[src/rtl/alu_pkg.sv]
// Shared definitions for the 8-bit ALU port and the multi-byte sequencer.
// Opcode constants are common with the ALU itself.
package alu_pkg;

    localparam logic [2:0] ADD  = 3'b000;
    localparam logic [2:0] ADDC = 3'b001;
    localparam logic [2:0] SUB  = 3'b010;
    localparam logic [2:0] SUBB = 3'b011;
    localparam logic [2:0] DEC  = 3'b100;
    localparam logic [2:0] INC  = 3'b101;
    localparam logic [2:0] TRAN = 3'b110;
    localparam logic [2:0] AND  = 3'b111;

    typedef enum logic [1:0] {
        IDLE = 2'd0,
        OP   = 2'd1,
        FIX  = 2'd2,
        DONE = 2'd3
    } seq_state_e;

endpackage

[src/rtl/alu_mb_seq.sv]
// Multi-byte add/sub sequencer driving one 8-bit combinational ALU,
// LSB first, with INC/DEC passes to ripple carry or borrow.
module alu_mb_seq
    import alu_pkg::*;
#(
    parameter int NBYTES = 4
) (
    input  logic                  clk,
    input  logic                  rst_n,
    input  logic                  cmd_valid,
    output logic                  cmd_ready,
    input  logic                  cmd_sub,
    input  logic [8*NBYTES-1:0]   cmd_a,
    input  logic [8*NBYTES-1:0]   cmd_b,
    output logic                  rsp_valid,
    input  logic                  rsp_ready,
    output logic [8*NBYTES-1:0]   rsp_data,
    output logic                  rsp_carry,
    output logic                  rsp_zero,
    output logic [2:0]            alu_opcode,
    output logic [7:0]            alu_opd_1,
    output logic [7:0]            alu_opd_2,
    input  logic [15:0]           alu_res,
    input  logic                  alu_c_flag
);

    localparam int W  = 8 * NBYTES;
    localparam int IW = (NBYTES > 1) ? $clog2(NBYTES) : 1;

    seq_state_e      state_q;
    logic [W-1:0]    a_q;
    logic [W-1:0]    b_q;
    logic            sub_q;
    logic [IW-1:0]   idx_q;
    logic            cin_q;
    logic            c1_q;
    logic            zacc_q;
    logic [W-1:0]    data_q;
    logic            carry_q;
    logic            zero_q;
    logic            valid_q;
    logic [2:0]      op_q;
    logic [7:0]      opd1_q;
    logic [7:0]      opd2_q;

    logic [7:0]      res_byte;
    logic            byte_zero;
    logic            commit;
    logic            cout;
    logic            last;
    logic [IW-1:0]   nidx_d;
    logic [7:0]      a_nxt;
    logic [7:0]      b_nxt;
    logic [2:0]      pass_op;
    logic            unused_res_hi;

    // Upper result byte is never needed; a 0x100 result is a zero byte.
    assign unused_res_hi = ^alu_res[15:8];

    always_comb begin
        res_byte  = alu_res[7:0];
        byte_zero = (res_byte == 8'h00);
        commit    = ((state_q == OP) && !cin_q) || (state_q == FIX);
        cout      = (state_q == FIX) ? (c1_q | alu_c_flag) : alu_c_flag;
        last      = (idx_q == IW'(NBYTES - 1));
        nidx_d    = idx_q + 1'b1;
        a_nxt     = a_q[8*nidx_d +: 8];
        b_nxt     = b_q[8*nidx_d +: 8];
        pass_op   = sub_q ? SUBB : ADDC;
    end

    always_ff @(posedge clk or negedge rst_n) begin
        if (!rst_n) begin
            state_q <= IDLE;
            a_q     <= '0;
            b_q     <= '0;
            sub_q   <= 1'b0;
            idx_q   <= '0;
            cin_q   <= 1'b0;
            c1_q    <= 1'b0;
            zacc_q  <= 1'b0;
            data_q  <= '0;
            carry_q <= 1'b0;
            zero_q  <= 1'b0;
            valid_q <= 1'b0;
            op_q    <= ADD;
            opd1_q  <= 8'h00;
            opd2_q  <= 8'h00;
        end else begin
            unique case (state_q)
                IDLE: begin
                    if (cmd_valid) begin
                        a_q     <= cmd_a;
                        b_q     <= cmd_b;
                        sub_q   <= cmd_sub;
                        idx_q   <= '0;
                        cin_q   <= 1'b0;
                        c1_q    <= 1'b0;
                        zacc_q  <= 1'b1;
                        op_q    <= cmd_sub ? SUBB : ADDC;
                        opd1_q  <= cmd_a[7:0];
                        opd2_q  <= cmd_b[7:0];
                        state_q <= OP;
                    end
                end
                OP: begin
                    c1_q <= alu_c_flag;
                    if (cin_q) begin
                        op_q    <= sub_q ? DEC : INC;
                        opd1_q  <= res_byte;
                        opd2_q  <= 8'h00;
                        state_q <= FIX;
                    end
                end
                FIX: begin
                end
                DONE: begin
                    if (rsp_ready) begin
                        valid_q <= 1'b0;
                        state_q <= IDLE;
                    end
                end
                default: state_q <= IDLE;
            endcase

            // Byte commit is shared by a carry-free OP pass and a FIX pass.
            if (commit) begin
                data_q[8*idx_q +: 8] <= res_byte;
                zacc_q <= zacc_q & byte_zero;
                cin_q  <= cout;
                if (last) begin
                    valid_q <= 1'b1;
                    carry_q <= cout;
                    zero_q  <= zacc_q & byte_zero;
                    op_q    <= ADD;
                    opd1_q  <= 8'h00;
                    opd2_q  <= 8'h00;
                    state_q <= DONE;
                end else begin
                    idx_q   <= nidx_d;
                    op_q    <= pass_op;
                    opd1_q  <= a_nxt;
                    opd2_q  <= b_nxt;
                    state_q <= OP;
                end
            end
        end
    end

    assign cmd_ready  = (state_q == IDLE);
    assign rsp_valid  = valid_q;
    assign rsp_data   = data_q;
    assign rsp_carry  = carry_q;
    assign rsp_zero   = zero_q;
    assign alu_opcode = op_q;
    assign alu_opd_1  = opd1_q;
    assign alu_opd_2  = opd2_q;

endmodule

[config.mk]
export PLATFORM = sky130hd
export DESIGN_NAME = alu_mb_seq
export DESIGN_NICKNAME = d
export VERILOG_FILES = /design/src/rtl/alu_pkg.sv /design/src/rtl/alu_mb_seq.sv
export SDC_FILE = /design/constraint.sdc
export NUM_CORES = 1
export LEC_CHECK = 0
export CAP_MARGIN = 20
export CORE_MARGIN = 2
export CORE_UTILIZATION = 45
export CTS_CLUSTER_DIAMETER = 150
export CTS_CLUSTER_SIZE = 25
export DETAILED_ROUTE_END_ITERATION = 10
export GPL_TIMING_DRIVEN = 0
export PLACE_DENSITY = 0.76
export SYNTH_ARGS = -nofsm -noshare
export SYNTH_HDL_FRONTEND = slang
export SYNTH_SLANG_ARGS = --single-unit
export TNS_END_PERCENT = 100
[constraint.sdc]
create_clock -name clk -period 6.3 [get_ports clk]
set_input_delay 1.26 -clock clk [delete_from_list [all_inputs] [get_ports clk]]
set_output_delay 1.26 -clock clk [all_outputs]
set_load 0.1 [all_outputs]
After elaboration in Yosys (flattened, before gate mapping)
Index checks and enable logic that the tools add are counted.

cells by class
  equal/unequal tests = 8
  bitwise operators = 2
  add/sub/neg operators = 2
  shift operators = 4
  muxes and demuxes = 41
  reduce and logical (&&, ||, !) cells = 16

operator list
  cell                                                                     number
  8-bit two-way mux                                                        8
  32-bit by 6-bit indexed part select with 8-bit output                    2
  5-bit negation with 34-bit output                                        1
  8-bit by 34-bit variable shift with 32-bit output, first input constant  1
  8-bit by 34-bit indexed part select with 32-bit output                   1
  32-bit bitwise mux                                                       1
  8-bit one-hot mux with 2 select lines                                    2
  2-bit two-way mux                                                        12
  1-bit two-way mux                                                        12
  3-bit two-way mux                                                        3
  8-bit zero test                                                          1
  2-bit AND reduction                                                      4
  2-bit == test, second input constant                                     3
  3-bit != test, second input constant                                     2
  2-bit one-hot mux with 3 select lines                                    1
  3-bit one-hot mux with 2 select lines                                    1
  2-bit nonzero test                                                       3
  4-bit AND reduction                                                      1
  4-bit nonzero test                                                       1
  3-bit by 2-bit != test with 1-bit output, second input constant          1
  3-bit AND reduction                                                      1
  3-bit nonzero test                                                       1
  2-bit by 1-bit adder with 2-bit output, second input constant            1
  2-bit by 1-bit == test with 1-bit output, second input constant          1
  8 further kinds                                                          8

storage, ports and cells
  flip-flop bits (word level) = 126
  input port bits = 86
  output and inout bits = 55

Depth between registers and ports, before layout
  depth after elaboration = 5
  mapped depth = 7

Least setup slack after synthesis
No wires, ideal clock.

  path type = register -> output
  from = register state_q[0]
  to = output cmd_ready
  arrival = 1.338 ns
  data required time = 5.040 ns
  setup slack = 3.702 ns
  buffers on the path = 2
  cell stages (with the launch flop) = 4
  cell sequence = dfrtp_1 > buf_2 > nor2_1 > buf_2

between the ends
  word-level cells in the longest chain between the ends = 1

RTL lines
  item                      RTL line           text
  start: declaration        alu_mb_seq.sv:30   seq_state_e state_q;
  start signal: assignment  alu_mb_seq.sv:74   state_q <= IDLE;
  start signal: assignment  alu_mb_seq.sv:103  state_q <= OP;
  start signal: assignment  alu_mb_seq.sv:112  state_q <= FIX;
  2-bit zero test           alu_mb_seq.sv:150  assign cmd_ready = (state_q == IDLE);
  end: declaration          alu_mb_seq.sv:11   output logic cmd_ready,

Every way passes these cells.

Worst setup path in the final report
Ends and elaborated chain as after synthesis.

==> reports/metrics.csv <==
metric;value;unit
grt_antenna_before_repair;0;
grt_pass1_wl;24400;microns
floorplan.core_area;0.0131;sq mm
synth_area_leaders;sky130_fd_sc_hd__dfrtp_1 53%, sky130_fd_sc_hd__mux2_2 13%, sky130_fd_sc_hd__mux4_2 6.0%;
dr_total_vias;4303;
yosys_warnings;0;
clk_transition_reported_paths;0.05;ns
maximum_level_of_the_cts_h_tree;4;
synth-seq-area-share;52.8;%
std_cell_rows;42;
mappedNetlistNets;566;
filler_cell_count;1044;
required;5.04;ns
cts_setup_buffers;0;
die-area;0.0142;sq mm
drtAntennaViolNets;0;
grt_pass1_vias;4509;
io_buffer_count;132;
final_layout_size_suffix_gt1_share;22.7;%
route.top_layer_used;met4;
worst_clock_skew;0.00904;ns
finalCoreUtilization;62.0;%
fin_crit;4.12;ns
min-delay-path-class;register to register;
critical_path.startpoint_type;register;
rsz0062_at_grt;no;
cts_made_buffers;17;
worst_hold_slack;0.502;ns
globalplace.congestion;0.812;
detail_route.wl_per_cell;18.8;microns
clock_tree.root_cell;sky130_fd_sc_hd__clkbuf_16;
tritoncts;done;
max_cap_viol_count;0;
drt_wl_total;15300;microns
die_y_extent;119;microns
grt.total_usage;22.3;%
setup_total_negative_slack;0;ns
end_kind;primary output;
post_synth_instance_area;0.00597;sq mm
met3_wirelength;589;microns
postSynthRegisterBits;126;
layout_commonest_cell;sky130_fd_sc_hd__clkdlybuf4s50_1;
met2_wirelength;7760;microns
timing.final.hold_violations;0;
floorplan.initialDensity;45.6;%
grt_remaining_overflow;0;
dieWidth;119;microns
status;finished, final reports clean;
holdBufCountCts;0;
num_io_pins;141;
setup_viol_count_final;0;
drt-initial-drc-count;310;
final_min_period_over_clock_period;65.4;%
place_hpwl;10900;microns
worst_slew_margin_rel;30.9;%
remaining_drc_errors;0;
via_per_inst;5.29;
worst_ep_arrival_time;2.86;ns
avg_synthesized_cell_area;12.6;sq um
postSynthCellCount;474;
synth.lib_cells_used.distinct;40;
path_max_fanout;10;
clockBufferDepth;2;
final_nets;718;
clock-sinks;126;
flow.area_growth_from_synthesis;35.9;%
report.final.slew_viol_count;0;
antenna-diode-count;0;
critical_path_class;register to primary output;
timing.fmax;0.243;GHz
m1WireLength;6650;microns
insertion_delay;0.41;ns
synth_top_area_cell;sky130_fd_sc_hd__dfrtp_1;
cts.repair.resized;0;
most-common-layout-cells;131 x sky130_fd_sc_hd__clkdlybuf4s50_1, 126 x sky130_fd_sc_hd__dfrtp_1, 70 x sky130_fd_sc_hd__mux2_2;
worst_pin_slew;1.03;ns
drt_pre_antenna_iters;4;
grt_max_degree;76;
netlist.area_leader.share;52.8;%
## final cells by class
cell class	instances	area (sq um)	area share [%]
flip-flops and latches	126	3150	38.9
multi-input cells	279	2480	30.6
repair buffers	133	1350	16.6
clock buffers	18	429	5.29
well taps	176	220	2.71
plain buffers	32	199	2.45
clock inverters	13	144	1.77
inverters	37	139	1.71
## registers in the layout (all words and copies together), names as in the netlist, 2 cells and up
signal and count:
idx_q 2, rsp_data 32, alu_opd_2 8, alu_opcode 3
a_q 32, alu_opd_1 8, b_q 32, state_q 2
## worst paths after layout
path	from	endpoint	slack, ns	depth (start not counted)
max in group asynchronous	rst_n	alu_opd_1[2]	4.77	2
hold / removal	b_q[28]	b_q[28]	0.50	1
min in group asynchronous	rst_n	b_q[9]	0.79	1
hold reg to reg	b_q[28]	b_q[28]	0.50	1
setup reg to reg	idx_q[0]	alu_opd_1[4]	3.62	7
setup / recovery	state_q[0]	cmd_ready	2.18	4
## Yosys cell counts (all sizes together)
| cell | number |
|---|---|
| o21a | 5 |
| a2bb2oi | 5 |
| mux2i | 32 |
| inv | 36 |
| a32oi | 3 |
| a21oi | 16 |
| a21o | 5 |
| nor4 | 1 |
| or2b | 1 |
| nor2 | 6 |
| nor3 | 1 |
| o211ai | 17 |
| nand2 | 46 |
| a211o | 1 |
| mux2 | 71 |
| nand3 | 2 |
| dfrtp | 126 |
| mux4 | 16 |
| clkinv | 1 |
| nand4b | 1 |
| nor3b | 5 |
| buf | 22 |
| nor2b | 2 |
| o21ai | 8 |
| a221oi | 1 |
| ha | 6 |
| a31oi | 12 |
| and2 | 1 |
| xnor2 | 1 |
| and3b | 1 |
| nand2b | 4 |
| or3 | 1 |
| nor4b | 2 |
| a22oi | 6 |
| clkbuf | 10 |
## stage by stage
step | area [sq um] | setup slack [ns] | cells
finish | 8110 | 2.18 | 814
floorplan | 5970 | 3.70 | 474
CTS | 8110 | 2.19 | 814
global route | 8110 | 2.10 | 814
global placement | 7510 | -0.790 | 782
detailed placement | 7540 | 2.62 | 783
## cell families after synthesis
group,Yosys count,share of synthesized area (%)
buffers and inverters,69,5.66
adders and majority gates,6,1.26
AOI/OAI and AO/OA,79,8.89
and+or+nand+nor,74,6.43
xor gates and xnor gates,1,0.147
muxes,119,24.8
DFF,126,52.8
## critical path, cell delays in order, from the launching register on
cell	delay (ns)
sky130_fd_sc_hd__dfrtp_1	0.41
sky130_fd_sc_hd__buf_2	0.21
sky130_fd_sc_hd__nor2_1	0.30
sky130_fd_sc_hd__buf_2	0.34
sky130_fd_sc_hd__clkdlybuf4s50_1	1.19
## routing by layer
metal,global-route usage [%],vias up
li1,-,1998
met1,29.4,2154
met2,37.5,127
met3,4.21,24
met4,7.22,0
met5,0,-
Power is not shown: default switching activity piles up to over one toggle a cycle in this logic, so the estimate is an artifact.
